==> src/rtl/axis_rr_pick.sv <==
// Round-robin picker: the lowest requesting index strictly above i_last.
// If no index above i_last is requesting, the search wraps to the lowest requesting index.
module axis_rr_pick #(
  parameter int NIN = 4
) (
  input  logic [NIN-1:0]         i_req,
  input  logic [$clog2(NIN)-1:0] i_last,
  output logic [$clog2(NIN)-1:0] o_next,
  output logic                   o_any
);
  localparam int GW = $clog2(NIN);

  logic [GW-1:0] w_lo;
  logic [GW-1:0] w_hi;
  logic          w_has_hi;

  // Descending scan: the last hit wins, so both candidates end up as the lowest matching index.
  always_comb begin
    w_lo     = i_last;
    w_hi     = i_last;
    w_has_hi = 1'b0;
    for (int i = NIN - 1; i >= 0; i--) begin
      if (i_req[i]) begin
        w_lo = GW'(i);
        if (i > int'(i_last)) begin
          w_hi     = GW'(i);
          w_has_hi = 1'b1;
        end
      end
    end
  end

  assign o_next = w_has_hi ? w_hi : w_lo;
  assign o_any  = |i_req;
endmodule

==> src/rtl/axis_pkt_arbiter.sv <==
// Packet-level round-robin AXI-Stream arbiter. It uses one arbitration bubble per packet.
// The master stream is driven from a single registered output slot.
module axis_pkt_arbiter #(
  parameter int NIN = 4,
  parameter int DW  = 32,
  parameter int UW  = 1
) (
  input  logic                     i_aclk,
  input  logic                     i_areset,
  input  logic [NIN-1:0]           s_tvalid,
  output logic [NIN-1:0]           s_tready,
  input  logic [NIN*DW-1:0]        s_tdata,
  input  logic [NIN-1:0]           s_tlast,
  input  logic [NIN*UW-1:0]        s_tuser,
  output logic                     m_tvalid,
  input  logic                     m_tready,
  output logic [DW-1:0]            m_tdata,
  output logic                     m_tlast,
  output logic [UW-1:0]            m_tuser,
  output logic [$clog2(NIN)-1:0]   o_grant,
  output logic                     o_busy
);
  localparam int GW = $clog2(NIN);

  typedef enum logic {ST_IDLE = 1'b0, ST_PACKET = 1'b1} state_t;

  state_t        r_state;
  state_t        w_state_nxt;
  logic [GW-1:0] r_grant;
  logic [GW-1:0] w_pick;
  logic          w_any;
  logic          w_out_free;
  logic          w_accept;
  logic [DW-1:0] w_sel_data;
  logic          w_sel_last;
  logic [UW-1:0] w_sel_user;

  axis_rr_pick #(.NIN(NIN)) u_pick (
    .i_req  (s_tvalid),
    .i_last (r_grant),
    .o_next (w_pick),
    .o_any  (w_any)
  );

  // The output slot can take a beat when it is empty or is being drained this cycle.
  assign w_out_free = !m_tvalid || m_tready;
  assign w_sel_data = s_tdata[int'(r_grant)*DW +: DW];
  assign w_sel_last = s_tlast[r_grant];
  assign w_sel_user = s_tuser[int'(r_grant)*UW +: UW];
  assign w_accept   = (r_state == ST_PACKET) && s_tvalid[r_grant] && w_out_free;

  always_comb begin
    w_state_nxt = r_state;
    s_tready    = '0;
    case (r_state)
      ST_IDLE: begin
        if (w_any) w_state_nxt = ST_PACKET;
      end
      ST_PACKET: begin
        s_tready[r_grant] = w_out_free;
        if (w_accept && w_sel_last) w_state_nxt = ST_IDLE;
      end
      default: w_state_nxt = ST_IDLE;
    endcase
  end

  // The grant only moves in IDLE, so it doubles as the round-robin pointer between packets.
  always_ff @(posedge i_aclk or posedge i_areset) begin
    if (i_areset) begin
      r_state <= ST_IDLE;
      r_grant <= GW'(NIN - 1);
    end else begin
      r_state <= w_state_nxt;
      if (r_state == ST_IDLE && w_any) r_grant <= w_pick;
    end
  end

  always_ff @(posedge i_aclk or posedge i_areset) begin
    if (i_areset) begin
      m_tvalid <= 1'b0;
      m_tdata  <= '0;
      m_tlast  <= 1'b0;
      m_tuser  <= '0;
    end else if (w_accept) begin
      m_tvalid <= 1'b1;
      m_tdata  <= w_sel_data;
      m_tlast  <= w_sel_last;
      m_tuser  <= w_sel_user;
    end else if (m_tready) begin
      m_tvalid <= 1'b0;
    end
  end

  assign o_grant = r_grant;
  assign o_busy  = (r_state == ST_PACKET);
endmodule

==> config.mk <==
export PLATFORM = sky130hd
export DESIGN_NAME = axis_pkt_arbiter
export DESIGN_NICKNAME = d
export VERILOG_FILES = /design/src/rtl/axis_rr_pick.sv /design/src/rtl/axis_pkt_arbiter.sv
export SDC_FILE = /design/constraint.sdc
export NUM_CORES = 1
export LEC_CHECK = 0
export ABC_CLOCK_PERIOD_IN_PS = 3600
export CORE_ASPECT_RATIO = 1.75
export CORE_MARGIN = 1
export CORE_UTILIZATION = 38
export CTS_CLUSTER_SIZE = 20
export DETAILED_ROUTE_END_ITERATION = 7
export PLACE_DENSITY = 0.93
export REMOVE_ABC_BUFFERS = 1
export SETUP_SLACK_MARGIN = 0.05
export SLEW_MARGIN = 15
export SYNTH_ARGS = -nofsm -noshare
export SYNTH_HDL_FRONTEND = slang
export SYNTH_HIERARCHICAL = 1
export SYNTH_SLANG_ARGS = --single-unit
==> constraint.sdc <==
create_clock -name i_aclk -period 3.6 [get_ports i_aclk]
set_input_delay 1.08 -clock i_aclk [delete_from_list [all_inputs] [get_ports i_aclk]]
set_output_delay 1.08 -clock i_aclk [all_outputs]
set_load 0.02 [all_outputs]
==> results.md <==
| Quantity | Value | Unit |
|---|---|---|
| Power density over the cells | 807 | mW/mm^2 |
| Critical path arrival | 2320 | ps |
| Routed via count divided by cell count | 5.22 | - |
| Overall fraction of global-route tracks in use | 21.7 | % |
| Result of the run | finished clean | - |
| Antenna violation net count after detailed routing | 0 | - |
| CTS tree | done | - |
| Switching part of the total power | 34.1 | % |
| Final setup skew | 4.71 | ps |
| Internal power component | 2.48 | mW |
| Endpoint of the most critical register-to-register path | m_tdata[19] | - |
| Number of global-route vias before repair | 2489 | - |
| Slew at the pin closest to its max-slew limit | 724 | ps |
| Clock-pin transition on the worst setup and hold timing paths | 50 | ps |
| Hold depth | 1 | - |
| Fmax achieved | 294 | MHz |
| Cell at the root of the clock tree | sky130_fd_sc_hd__clkbuf_16 | - |
| Final period utilization | 94.5 | % |
| Maximum number of pins on one net before global-route repair | 40 | - |
| Area share of the leading cell type in the synthesized netlist | 35.2 | % |
| Cell total after placement | 411 | - |
| Number of storage elements in the synthesis netlist | 38 | - |
| Dominant cell by count in the synthesized netlist | sky130_fd_sc_hd__dfrtp_1 | - |
| Fin. max-slew vios | 0 | - |
| Residual DRC count | 0 | - |
| FFs w/ async S/R, synth | 100 | % |
| Total clock buffers created by CTS | 5 | - |
| Prevailing post-synth register cell | sky130_fd_sc_hd__dfrtp_1 | - |
| Total leakage power | 1.94 | nW |
| Vias | 2187 | - |
| Floorplan core area | 0.00654 | sq mm |
| Element type at the critical path end | primary output | - |
| Seq/Total Area, Yosys | 37.2 | % |
| Number of port buffers | 184 | - |
| Number of primary I/O pins | 185 | - |
| Cell area after placement | 0.00448 | sq mm |
| Post-route total power | 3.77 | mW |
| First DRT Iteration DRCs | 45 | - |
| Fin. Hold Viols | 0 | - |
| Unrepaired setup endpoints after global routing | no | - |
| Routability congestion estimate from global placement | 0.803 | - |
| Initial Util | 39.2 | % |
| Maximum level of the CTS H-tree | 2 | - |
| Minimum setup slack among reg-to-reg paths | 1130 | ps |
| Critical Path Start | m_tready | - |
| Post-detailed-routing wire length | 7.25 | mm |
| Number of inserted diodes | 0 | - |
| Max-slew headroom at the worst pin | 51.4 | % |
| Worst VDD drop | 813 | uV |
| Max_cap viols | 0 | - |
| Hold/Removal Path Class | reg2reg | - |
| Die outline area | 0.00709 | sq mm |
| Launch instance of the worst register-to-register path | o_grant[0] | - |
| Final HPWL DP | 5.81 | mm |
| Number of distinct standard cells referenced by the synthesized netlist | 27 | - |
| Number of placement rows | 39 | - |
| Type of the setup path with the least slack | in2out | - |
| Worst path required time | 2520 | ps |
| Total congestion overflow | 0 | - |
| Setup Viol. Count Final | 0 | - |
| Post-DR wirelength/cell | 17.3 | um |
| Avg Synthesized Cell Area | 17.1 | sq um |
| Finished Layout Cells | 419 | - |
| Number of sinks handled by clock tree synthesis | 38 | - |
| Die width | 64.1 | um |
| Die extent in y | 111 | um |
| Post-route cell area | 0.00467 | sq mm |
| Worst reg2reg path depth | 5 | - |
| Antenna violations before repair | 0 | - |
| Worst-case setup margin in the final layout | 199 | ps |
| Sequential fraction of design power | 21.8 | % |
| Worst slack at placement | -98.7 | ps |
| Total net switching power | 1.28 | mW |
| Wire length of the first global-routing pass | 11.7 | mm |
| Relative contribution of combinational cells to total power | 62.9 | % |
| Biggest fanout along the worst timing path | 3 | - |
| End point of the critical path | s_tready[2] | - |
| Multi-input combinational cell area | 0.00151 | sq mm |
| Gate count after technology mapping | 150 | - |
| Clock period minus final worst setup slack | 3400 | ps |
| Number of enable-type register cells in the synthesized netlist | 0 | - |
| Flip-flop and latch area | 953 | sq um |
| Max Buffers Root-to-Sink | 2 | - |
| Cell types occupying the most area after synthesis | sky130_fd_sc_hd__dfrtp_1, sky130_fd_sc_hd__mux2_4, sky130_fd_sc_hd__mux4_2 | - |
| Total number of yosys warnings | 6 | - |
| Crit start category | input pin | - |
| Synth-to-layout area growth | 82.2 | % |
| Worst hold slack | 491 | ps |
| Clk network pwr share | 15.3 | % |
| Fraction of final layout cells with drive strength greater than 1 | 19.9 | % |
| Detailed Routing Iterations Pass 1 | 4 | - |
| CTS Hold Buffers Added | 0 | - |
| Post-synthesis instance area | 0.00256 | sq mm |
| Clock latency at the later pin of the worst-skew pair | 280 | ps |
| NumNets Final | 479 | - |
| Layout fillers | 463 | - |
| Commonest cells in the synthesized netlist | sky130_fd_sc_hd__dfrtp_1, sky130_fd_sc_hd__mux2_4, sky130_fd_sc_hd__mux4_2 | - |
| Most area-hungry cell type in the Yosys netlist | sky130_fd_sc_hd__dfrtp_1 | - |
==> how the worst min path moves through the flow <==
stage | slack, ps | endpoint | start
2_1_floorplan | 620 | m_tdata[16] | m_tdata[16]
3_3_place_gp | 480 | m_tdata[19] | m_tdata[19]
3_5_place_dp | 490 | m_tdata[18] | m_tdata[18]
4_1_cts | 500 | m_tdata[18] | m_tdata[18]
5_1_grt | 520 | m_tdata[16] | m_tdata[16]
6_report | 490 | m_tdata[18] | m_tdata[18]
==> cells in the final DEF (no fill, tap or decap), types with 2 or more instances in the layout <==
cell / synthesis / final
sky130_fd_sc_hd__mux2_4: 30 / 30
sky130_fd_sc_hd__dfrtp_1: 36 / 36
sky130_fd_sc_hd__nand2b_1: 2 / 2
sky130_fd_sc_hd__clkdlybuf4s50_1: 0 / 180
sky130_fd_sc_hd__inv_1: 3 / 2
sky130_fd_sc_hd__a21oi_1: 2 / 2
sky130_fd_sc_hd__dlygate4sd2_1: 0 / 4
sky130_fd_sc_hd__mux4_1: 16 / 16
sky130_fd_sc_hd__clkbuf_16: 0 / 5
sky130_fd_sc_hd__mux2_1: 4 / 4
sky130_fd_sc_hd__bufinv_16: 0 / 2
sky130_fd_sc_hd__mux4_2: 19 / 19
sky130_fd_sc_hd__dfstp_2: 2 / 2
sky130_fd_sc_hd__buf_4: 2 / 5
sky130_fd_sc_hd__nor2_1: 5 / 5
sky130_fd_sc_hd__nand2_1: 8 / 8
sky130_fd_sc_hd__nor3_1: 3 / 3
==> per-layer routing <==
| layer | GRT usage, % | routed length, um | vias up |
|---|---|---|---|
| met5 | 0 | 0 | - |
| met4 | 10.5 | 206 | 0 |
| met3 | 6.10 | 519 | 16 |
| met2 | 39.2 | 3970 | 115 |
| met1 | 22.3 | 2560 | 1071 |
| li1 | - | - | 985 |
==> what timing repair did <==
| item | CTS | global route |
|---|---|---|
| setup endpoints to repair | 4 | 0 |
| gates resized for setup | 4 | 0 |
| setup buffers | 0 | 0 |
==> power by group through the flow <==
stage	registers, mW	clock network, mW	logic, mW
2_1_floorplan	1.21	0	1.11
3_3_place_gp	0.810	0	2.35
3_5_place_dp	0.820	0	2.41
4_1_cts	0.821	0.591	2.40
5_1_grt	0.848	0.607	2.51
6_report	0.819	0.577	2.37
==> cell families (layout without fill, tap and decap cells) <==
group,after synthesis,after routing,share of synthesized area (%)
mux,71,71,53.3
simple gates,21,21,4.10
compound gates,6,6,1.51
flops,38,38,37.2
buf+inv,14,201,3.91
==> critical path, stage by stage <==
cell,delay [ps]
sky130_fd_sc_hd__clkdlybuf4s50_1,440
sky130_fd_sc_hd__nand2b_1,180
sky130_fd_sc_hd__nand2_1,100
sky130_fd_sc_hd__nor3_1,170
sky130_fd_sc_hd__dlygate4sd2_1,360
==> flip-flops by register name, summed over array words and instances, names as in the netlist <==
name	flops
m_tvalid	1
o_busy	1
m_tuser	1
o_grant	2
m_tlast	1
m_tdata	32
==> layout make-up <==
cell class / count / area share (%)
sequential: 38 / 20.4
inverter: 3 / 0.241
clock buffer: 6 / 2.97
tap: 82 / 2.20
timing repair buffer: 190 / 40.6
clock inverter: 2 / 1.29
multi-input combinational: 98 / 32.3
==> through the flow <==
step                util (%)  setup TNS (ps)
CTS                     71.4               0
global placement        68.4           -21.9
detailed placement      68.4            -165
finish                  71.4               0
global route            71.4               0
floorplan                  -               0
(Power assumes the default switching activity.)
